[src/rtl/inst_fetch_pkg.sv]
// Shared definitions for the instruction fetch stage: datapath width,
// zero word and fetch FSM encoding.
package inst_fetch_pkg;

   localparam int DW = 32;
   localparam logic [DW-1:0] ZERO = '0;

   typedef enum logic [1:0] {
      IDLE  = 2'd0,
      FETCH = 2'd1,
      FLUSH = 2'd2,
      ERR   = 2'd3
   } fetch_state_t;

endpackage

[src/rtl/inst_fetch_pc_next.sv]
// Stateless next-PC selection: redirect target, sequential advance, or hold.
module pc_next_gen #(
   parameter int DW = 32
) (
   input  logic [DW-1:0] pc,
   input  logic          advance,
   input  logic          redirect,
   input  logic [DW-1:0] redirect_pc,
   output logic [DW-1:0] next_pc
);

   always_comb begin
      next_pc = pc;
      if (redirect)
         next_pc = redirect_pc;
      else if (advance)
         next_pc = pc + DW'(4);
   end

endmodule

[src/rtl/inst_fetch.sv]
// Single-issue instruction fetch: one word per cycle from a 1-cycle memory,
// with stall hold, one-cycle flush on redirect and a sticky misalignment trap.
module inst_fetch #(
   parameter int              DW       = inst_fetch_pkg::DW,
   parameter int              AW       = 5,
   parameter logic [DW-1:0]   RESET_PC = DW'(32'h0000_0000)
) (
   input  logic          clk_i,
   input  logic          rst_i,
   input  logic          stall_i,
   input  logic          redirect_i,
   input  logic [DW-1:0] redirect_pc_i,
   output logic [AW-1:0] mem_addr_o,
   output logic          mem_rd_en_o,
   input  logic [DW-1:0] mem_data_i,
   output logic [DW-1:0] inst_o,
   output logic [DW-1:0] inst_pc_o,
   output logic          inst_valid_o,
   output logic          fetch_err_o
);

   import inst_fetch_pkg::*;

   fetch_state_t  state_p0;
   logic [DW-1:0] pc_p0;
   logic [DW-1:0] pc_next;
   logic [DW-1:0] inst_p1;
   logic [DW-1:0] inst_pc_p1;
   logic          vld_p1;
   logic          err_p1;
   logic          active;
   logic          advance;
   logic          redir_live;
   logic          redir_bad;

   always_comb begin
      active     = (state_p0 == FETCH) || (state_p0 == FLUSH);
      advance    = (state_p0 == FETCH) && !stall_i;
      redir_live = active && redirect_i;
      redir_bad  = redirect_pc_i[1:0] != 2'b00;
   end

   pc_next_gen #(.DW(DW)) u_pc_next (
      .pc          (pc_p0),
      .advance     (advance),
      .redirect    (redir_live),
      .redirect_pc (redirect_pc_i),
      .next_pc     (pc_next)
   );

   // p0: address issue toward instruction memory
   assign mem_rd_en_o = rst_i && active;
   assign mem_addr_o  = rst_i ? pc_p0[AW+1:2] : '0;

   // p1: capture of the returned word alongside its PC
   always_ff @(posedge clk_i) begin
      if (!rst_i) begin
         state_p0   <= IDLE;
         pc_p0      <= RESET_PC;
         inst_p1    <= DW'(ZERO);
         inst_pc_p1 <= DW'(ZERO);
         vld_p1     <= 1'b0;
         err_p1     <= 1'b0;
      end else begin
         case (state_p0)
            IDLE: state_p0 <= FETCH;
            FETCH, FLUSH: begin
               if (redirect_i) begin
                  vld_p1 <= 1'b0;
                  if (redir_bad) begin
                     state_p0 <= ERR;
                     err_p1   <= 1'b1;
                  end else begin
                     state_p0 <= FLUSH;
                     pc_p0    <= pc_next;
                  end
               end else if (state_p0 == FLUSH) begin
                  // target address was presented this cycle; capture starts next edge
                  state_p0 <= FETCH;
               end else if (!stall_i) begin
                  inst_p1    <= mem_data_i;
                  inst_pc_p1 <= pc_p0;
                  vld_p1     <= 1'b1;
                  pc_p0      <= pc_next;
               end
            end
            ERR: state_p0 <= ERR;
            default: state_p0 <= IDLE;
         endcase
      end
   end

   assign inst_o       = inst_p1;
   assign inst_pc_o    = inst_pc_p1;
   assign inst_valid_o = vld_p1;
   assign fetch_err_o  = err_p1;

endmodule

[config.mk]
export PLATFORM = sky130hd
export DESIGN_NAME = inst_fetch
export DESIGN_NICKNAME = d
export VERILOG_FILES = /design/src/rtl/inst_fetch_pkg.sv /design/src/rtl/inst_fetch_pc_next.sv /design/src/rtl/inst_fetch.sv
export SDC_FILE = /design/constraint.sdc
export NUM_CORES = 1
export LEC_CHECK = 0
export CORE_MARGIN = 4
export CORE_UTILIZATION = 43
export CTS_CLUSTER_DIAMETER = 40
export CTS_CLUSTER_SIZE = 14
export DETAILED_ROUTE_END_ITERATION = 16
export PLACE_DENSITY_LB_ADDON = 0.08
export SYNTH_ARGS = -nofsm -noshare
export SYNTH_HDL_FRONTEND = slang
export SYNTH_SLANG_ARGS = --single-unit
[constraint.sdc]
create_clock -name clk_i -period 2 [get_ports clk_i]
set_input_delay 0.3 -clock clk_i [delete_from_list [all_inputs] [get_ports clk_i]]
set_output_delay 0.3 -clock clk_i [all_outputs]
set_load 0.1 [all_outputs]
; Word-level counts from Yosys, hierarchy flattened
; Cells that the tools add are included.
[totals]
reg_bits = 100
ramBits = 0
romBits = 0
input_bits = 68
output_inout_bits = 72
wordCells = 43
mem_count = 0
latchBits = 0
[op_classes]
n_reduce_logical = 12
eq_ne = 7
mux = 14
div_mod_pow = 0
n_shift = 0
bitwise = 3
mul = 0
n_addsub = 1
magnitude_cmp = 0
[op_table]
columns = cell, n
row1 = $mux 32, 6
row2 = $add 32x3->32 const B, 1
row3 = $reduce_and 4->1, 2
row4 = $pmux 2 s3, 1
row5 = $reduce_and 3->1, 2
row6 = $mux 5, 1
row7 = $eq 2x2->1 const B, 2
row8 = $mux 1, 4
row9 = $mux 2, 2
row10 = $ne 2x2->1 const B, 2
row11 = $logic_and 1x1->1, 3
row12 = $ne 3x3->1 const B, 1
row13 = $not 1->1, 3
row14 = $eq 2x1->1 const B, 1
row15 = $logic_not 2->1, 1
row16 = $ne 2x1->1 const B, 1
row17 = $reduce_bool 2->1, 1
row18 = $reduce_or 2->1, 1
row19 = $logic_not 1->1, 1
row20 = $logic_or 1x1->1, 1

; Logic depth before layout (Yosys ltp)
; Gate-level depths: netlist of the first run.
[logic_depth]
depth_word = 7
ltp_mapped = 10
depth_no_buf = 7

; Cells and area by module
; Synthesis of the first run repeated with hierarchy kept, for this count alone.
[unflattened]
cells_unflattened = 592
hier_area_um2 = 4770.8
[by_module_without_submodules]
columns = module, n_inst, cells_each, area_per_inst_um2, seq_area_each_um2
row1 = inst_fetch, 1, 423, 3698.5, 2001.9
row2 = pc_next_gen, 1, 169, 1072.3, 0.0

; Worst setup path before layout of the first run
; OpenSTA, ideal clock, no wires.
[synth_path]
kind = register to register
start = reg state_p0[0]
end = reg inst_pc_p1[21] (netlist: inst_pc_o[21])
required_time_ns = 1.876
slack_ns = 0.011
n_path_buf = 3
t_arrival_ns = 1.865
path_stages_with_launch = 10
path_cell_list = dfxtp_1 -> inv_1 -> ha_1 -> clkbuf_1 -> nand2b_1 -> or3_1 -> clkbuf_1 -> clkbuf_1 -> nand2_1 -> a21boi_0
[synth_via]
elab_chain_cells = 3
[synth_lines]
columns = element, line
row1 = from (decl), inst_fetch.sv:24  ; fetch_state_t state_p0;
row2 = from (signal assigned), inst_fetch.sv:58  ; state_p0 <= IDLE;
row3 = from (signal assigned), inst_fetch.sv:66  ; IDLE: state_p0 <= FETCH;
row4 = from (signal assigned), inst_fetch.sv:71  ; state_p0 <= ERR;
row5 = $eq 2x1->1 / $eq 2x2->1 (equally long branches), "inst_fetch.sv:65, inst_fetch.sv:77"
row6 = $reduce_or 2->1 / $not 1->1 (equally long branches), -
row7 = $reduce_and 4->1 (no source line) (*), -
row8 = to (signal assigned), inst_fetch.sv:61  ; inst_pc_p1 <= DW'(ZERO);
row9 = to (signal assigned), inst_fetch.sv:82  ; inst_pc_p1 <= pc_p0;
row10 = to (decl), inst_fetch.sv:28  ; logic [DW-1:0] inst_pc_p1;
; Every way passes the cells marked *; elsewhere a longest branch is shown, timed or not.
; A chain may end at the register's enable or synchronous reset.

; Worst setup path in the final report of the first run
[layout_path]
start = reg state_p0[1]
end = reg inst_p1[27] (netlist: inst_o[27])
[layout_via]
elab_chain_cells = 3
[layout_lines]
columns = element, line
row1 = $eq 2x1->1 / $eq 2x2->1 (equally long branches), "inst_fetch.sv:65, inst_fetch.sv:77"
row2 = $reduce_or 2->1 / $not 1->1 (equally long branches), -
row3 = $reduce_and 4->1 (no source line) (*), -
row4 = to (signal assigned), inst_fetch.sv:60  ; inst_p1 <= DW'(ZERO);
row5 = to (signal assigned), inst_fetch.sv:81  ; inst_p1 <= mem_data_i;
row6 = to (decl), inst_fetch.sv:27  ; logic [DW-1:0] inst_p1;
; Marks and branches as above.

==> out/metrics.cfg, run 1 <==
[logic_synthesis]
netlist_top_cells_count=170 x nand2_1, 100 x dfxtp_1, 56 x a21boi_0, 30 x nor2_1, 27 x nand3_1
synth_top_flop_cell=dfxtp_1
synth_compound_gate_area_share=0.2224
synthesis.yosys.warnings=0
synth-edff-count=0
synth.area.mux_share=0.01476
synth_xor_area_frac=0
combinational_family_with_the_most_area_after_synthesis=simple AND/OR/NAND/NOR gates
seq_area_frac_synth=0.4216
post-synth-top-area-cell=dfxtp_1
postSynthCellCount=598
netlist_area_sq_um=4748
post_synth_and_or_nand_nor_area_fraction=0.2804
netlist-cell-type-count=55
synth-adder-area-share=0.01318
ys_top_cells_by_area=dfxtp_1 42%, nand2_1 13%, a21boi_0 8.9%, nand3_1 2.8%, nor2_1 2.4%
syn_area_per_cell_sq_um=7.940
synth_most_common_cell=nand2_1
synth_seq_cells=100
synth-async-reset-ratio=0
synth_fp_nets=671
post-synth-top-area-fraction=0.4216

[die]
die_x_extent_um=113.1
die_area_sq_um=12790
placeableCoreArea_sq_um=10840
die_height_um=113.1
row_count=38
start_util=0.4380
ioPinCount=140

[critical_path]
critical-path-slowest-cell=or3_4
timing.critical_path.slowest_cell_delay_ns=0.40
crit_path_max_fanout=32
path_buf_inv=2
critical-path-top-delay-family=simple AND/OR/NAND/NOR gates
critical_path_required_ns=2.25
critPathArrivalTime_ns=2.15
worst-setup-path-type=reg -> reg
crit_path_cell_trace=inv_1 > ha_4 > nand2b_1 > or3_4 > bufbuf_16 > nand2_1 > a21boi_0
startpoint_type=register
critPathCaptureType=register

[pwr]
power_density_nw_per_um2=680.4
static-leakage-power_nw=2.557
peakVddDrop_v=0.0003378

[layout]
final_layout_size_suffix_gt1_frac=0.2011
insertedDiodeCount=0
layout.area.seq_sq_um=2007
layout.cell_area.non_filler_sq_um=6623
multi_input_gate_area_in_the_final_layout_sq_um=2587
final_util=0.6109
finish.net_count=814
fillers=981
synthToLayoutAreaGrowth_pct=39.47

[placed_design]
finalWeightedCongestion=0.8858
hpwl_detailed_um=9936
port_buffers=139
place_ws_ns=-0.1477
post_placement_cell_area_sq_um=6312

[timing]
clock-skew-final_ns=0.008158
slew_viol_final=0
transition_time_at_the_pin_with_the_least_slew_margin_ns=0.4721
hold_viol_final=0
fin_setup_tns_ns=0
final.period_utilization=0.9489
relSlewSlack=0.6826
timing.final.crit_period_ns=1.898
timing.fmax_mhz=526.9
setup_viol=0
final_critical_path_setup_slack_ns=0.1023
rsz0062_at_grt=yes

[clock_network]
clk_root_buffer_cell=clkbuf_8
path_clk_slew_ns=0.10
numClockSinks=100
tritoncts=done
cts-root-to-sink-buffers=2
hold_buffers=0
worst_skew_pair_later_pin_latency_ns=0.37
cts_inserted_buffers=9
htree_num_levels=3

[route]
dr.first_iter.drc_count=250
route.vias.total=4736
drtPass1Iterations=5
vias_per_cell=5.345
drt_wl_total_um=14010
route.detailed.drc=0
drt-wirelength-per-cell_um=15.81
antenna_nets_post_route=0

[grt]
grt_pass1_wl_um=22680
grt_start_max_net_pins=46
via_count_of_the_first_global_routing_pass=4496
total_routing_usage_reported_by_global_routing=0.2164
initial_antenna_violation_count=0
gr-total-overflow=0

[flow_run]
maxCapViolations=0

[min_path]
holdCritPathClass=in -> reg

[outcome]
status=completed

-- state kept, by name (all words and copies together) (netlist names) --
name          flops
fetch_err_o       1
state_p0          2
pc_p0            32
inst_valid_o      1
inst_pc_o        32
inst_o           32
-- final timing paths --
kind,startpoint,end,slack (ns),depth (start not counted)
worst max register to register,state_p0[1],inst_o[27],0.10,7
worst max-delay path,state_p0[1],inst_o[27],0.10,7
worst min-delay path,rst_i,fetch_err_o,0.35,2
worst min register to register,inst_o[21],inst_o[21],0.46,2
-- where the power goes --
part | switching [mW] | internal, mW | total [mW]
logic | 0.720 | 0.442 | 1.16
clock network | 0.745 | 0.457 | 1.20
registers | 0.0712 | 2.07 | 2.14
-- worst register-to-register path: stages (launching register included) --
cell and delay [ns]:
dfxtp_2 0.37, inv_1 0.09, ha_4 0.31, nand2b_1 0.13
or3_4 0.40, bufbuf_16 0.33, nand2_1 0.08, a21boi_0 0.07
-- cell families (layout without fill, tap and decap cells) --
logic type | count (synthesis) | after routing
AO/OA/AOI/OAI | 149 | 149
AND/OR/NAND/NOR | 286 | 286
flip-flops | 100 | 100
multiplexers | 7 | 7
buffers and inverters | 51 | 199
adder cells (fa/ha/maj) | 5 | 5
-- layout by cell type, fill, tap and decap left out, types with 8 or more instances in the layout --
| master | n |
|---|---|
| nand2_1 | 170 |
| dfxtp_1 | 98 |
| buf_4 | 98 |
| clkdlybuf4s50_1 | 66 |
| a21boi_0 | 56 |
| nor2_1 | 30 |
| nand3_1 | 26 |
| a21oi_1 | 18 |
| o21ai_0 | 15 |
| and2_1 | 11 |
| a21boi_1 | 11 |
| buf_12 | 10 |
| clkbuf_8 | 9 |
| nand4_1 | 8 |
-- per-layer routing --
layer  vias up  track usage  wire length, um
li1       2346            -                -
met1      2223       0.2869             6313
met2       153       0.3570             6627
met3        14      0.04439              854
met4         0      0.06330              212
met5         -            0                0
-- cell type report --
class                           instances  area share
Multi-Input combinational cell        447      0.3907
Sequential cell                       100      0.3030
Timing Repair Buffer                  178      0.2507
Tap cell                              140     0.02645
Clock buffer                            9     0.01870
Clock inverter                          7    0.007557
Inverter                                5    0.002834
-- timing repair --
action                     4_1_cts  5_1_grt
cloned                           1        0
pin swaps                        0        5
setup buffers                    0        4
setup endpoints to repair       73       91
resized for setup                6       11
-- metrics by stage --
stage / power [mW] / std cells / hold slack, ns
2_1_floorplan: 2.870 / 598 / 0.4263
3_3_place_gp: 3.260 / 865 / 0.4409
3_5_place_dp: 3.284 / 865 / 0.4484
4_1_cts: 4.497 / 882 / 0.3403
5_1_grt: 4.702 / 886 / 0.3442
6_report: 4.506 / 886 / 0.3515
Power figures use the tool's default switching activity.
==> run 2: changes to the inputs <==
--- a/config.mk
+++ b/config.mk
@@ -5,6 +5,7 @@
 export SDC_FILE = /design/constraint.sdc
 export NUM_CORES = 1
 export LEC_CHECK = 0
+export ABC_CLOCK_PERIOD_IN_PS = 2000
 export CORE_MARGIN = 4
 export CORE_UTILIZATION = 43
 export CTS_CLUSTER_DIAMETER = 40
==> results of run 2 <==
Final layout, timing and power as in run 1 (identical DEF).
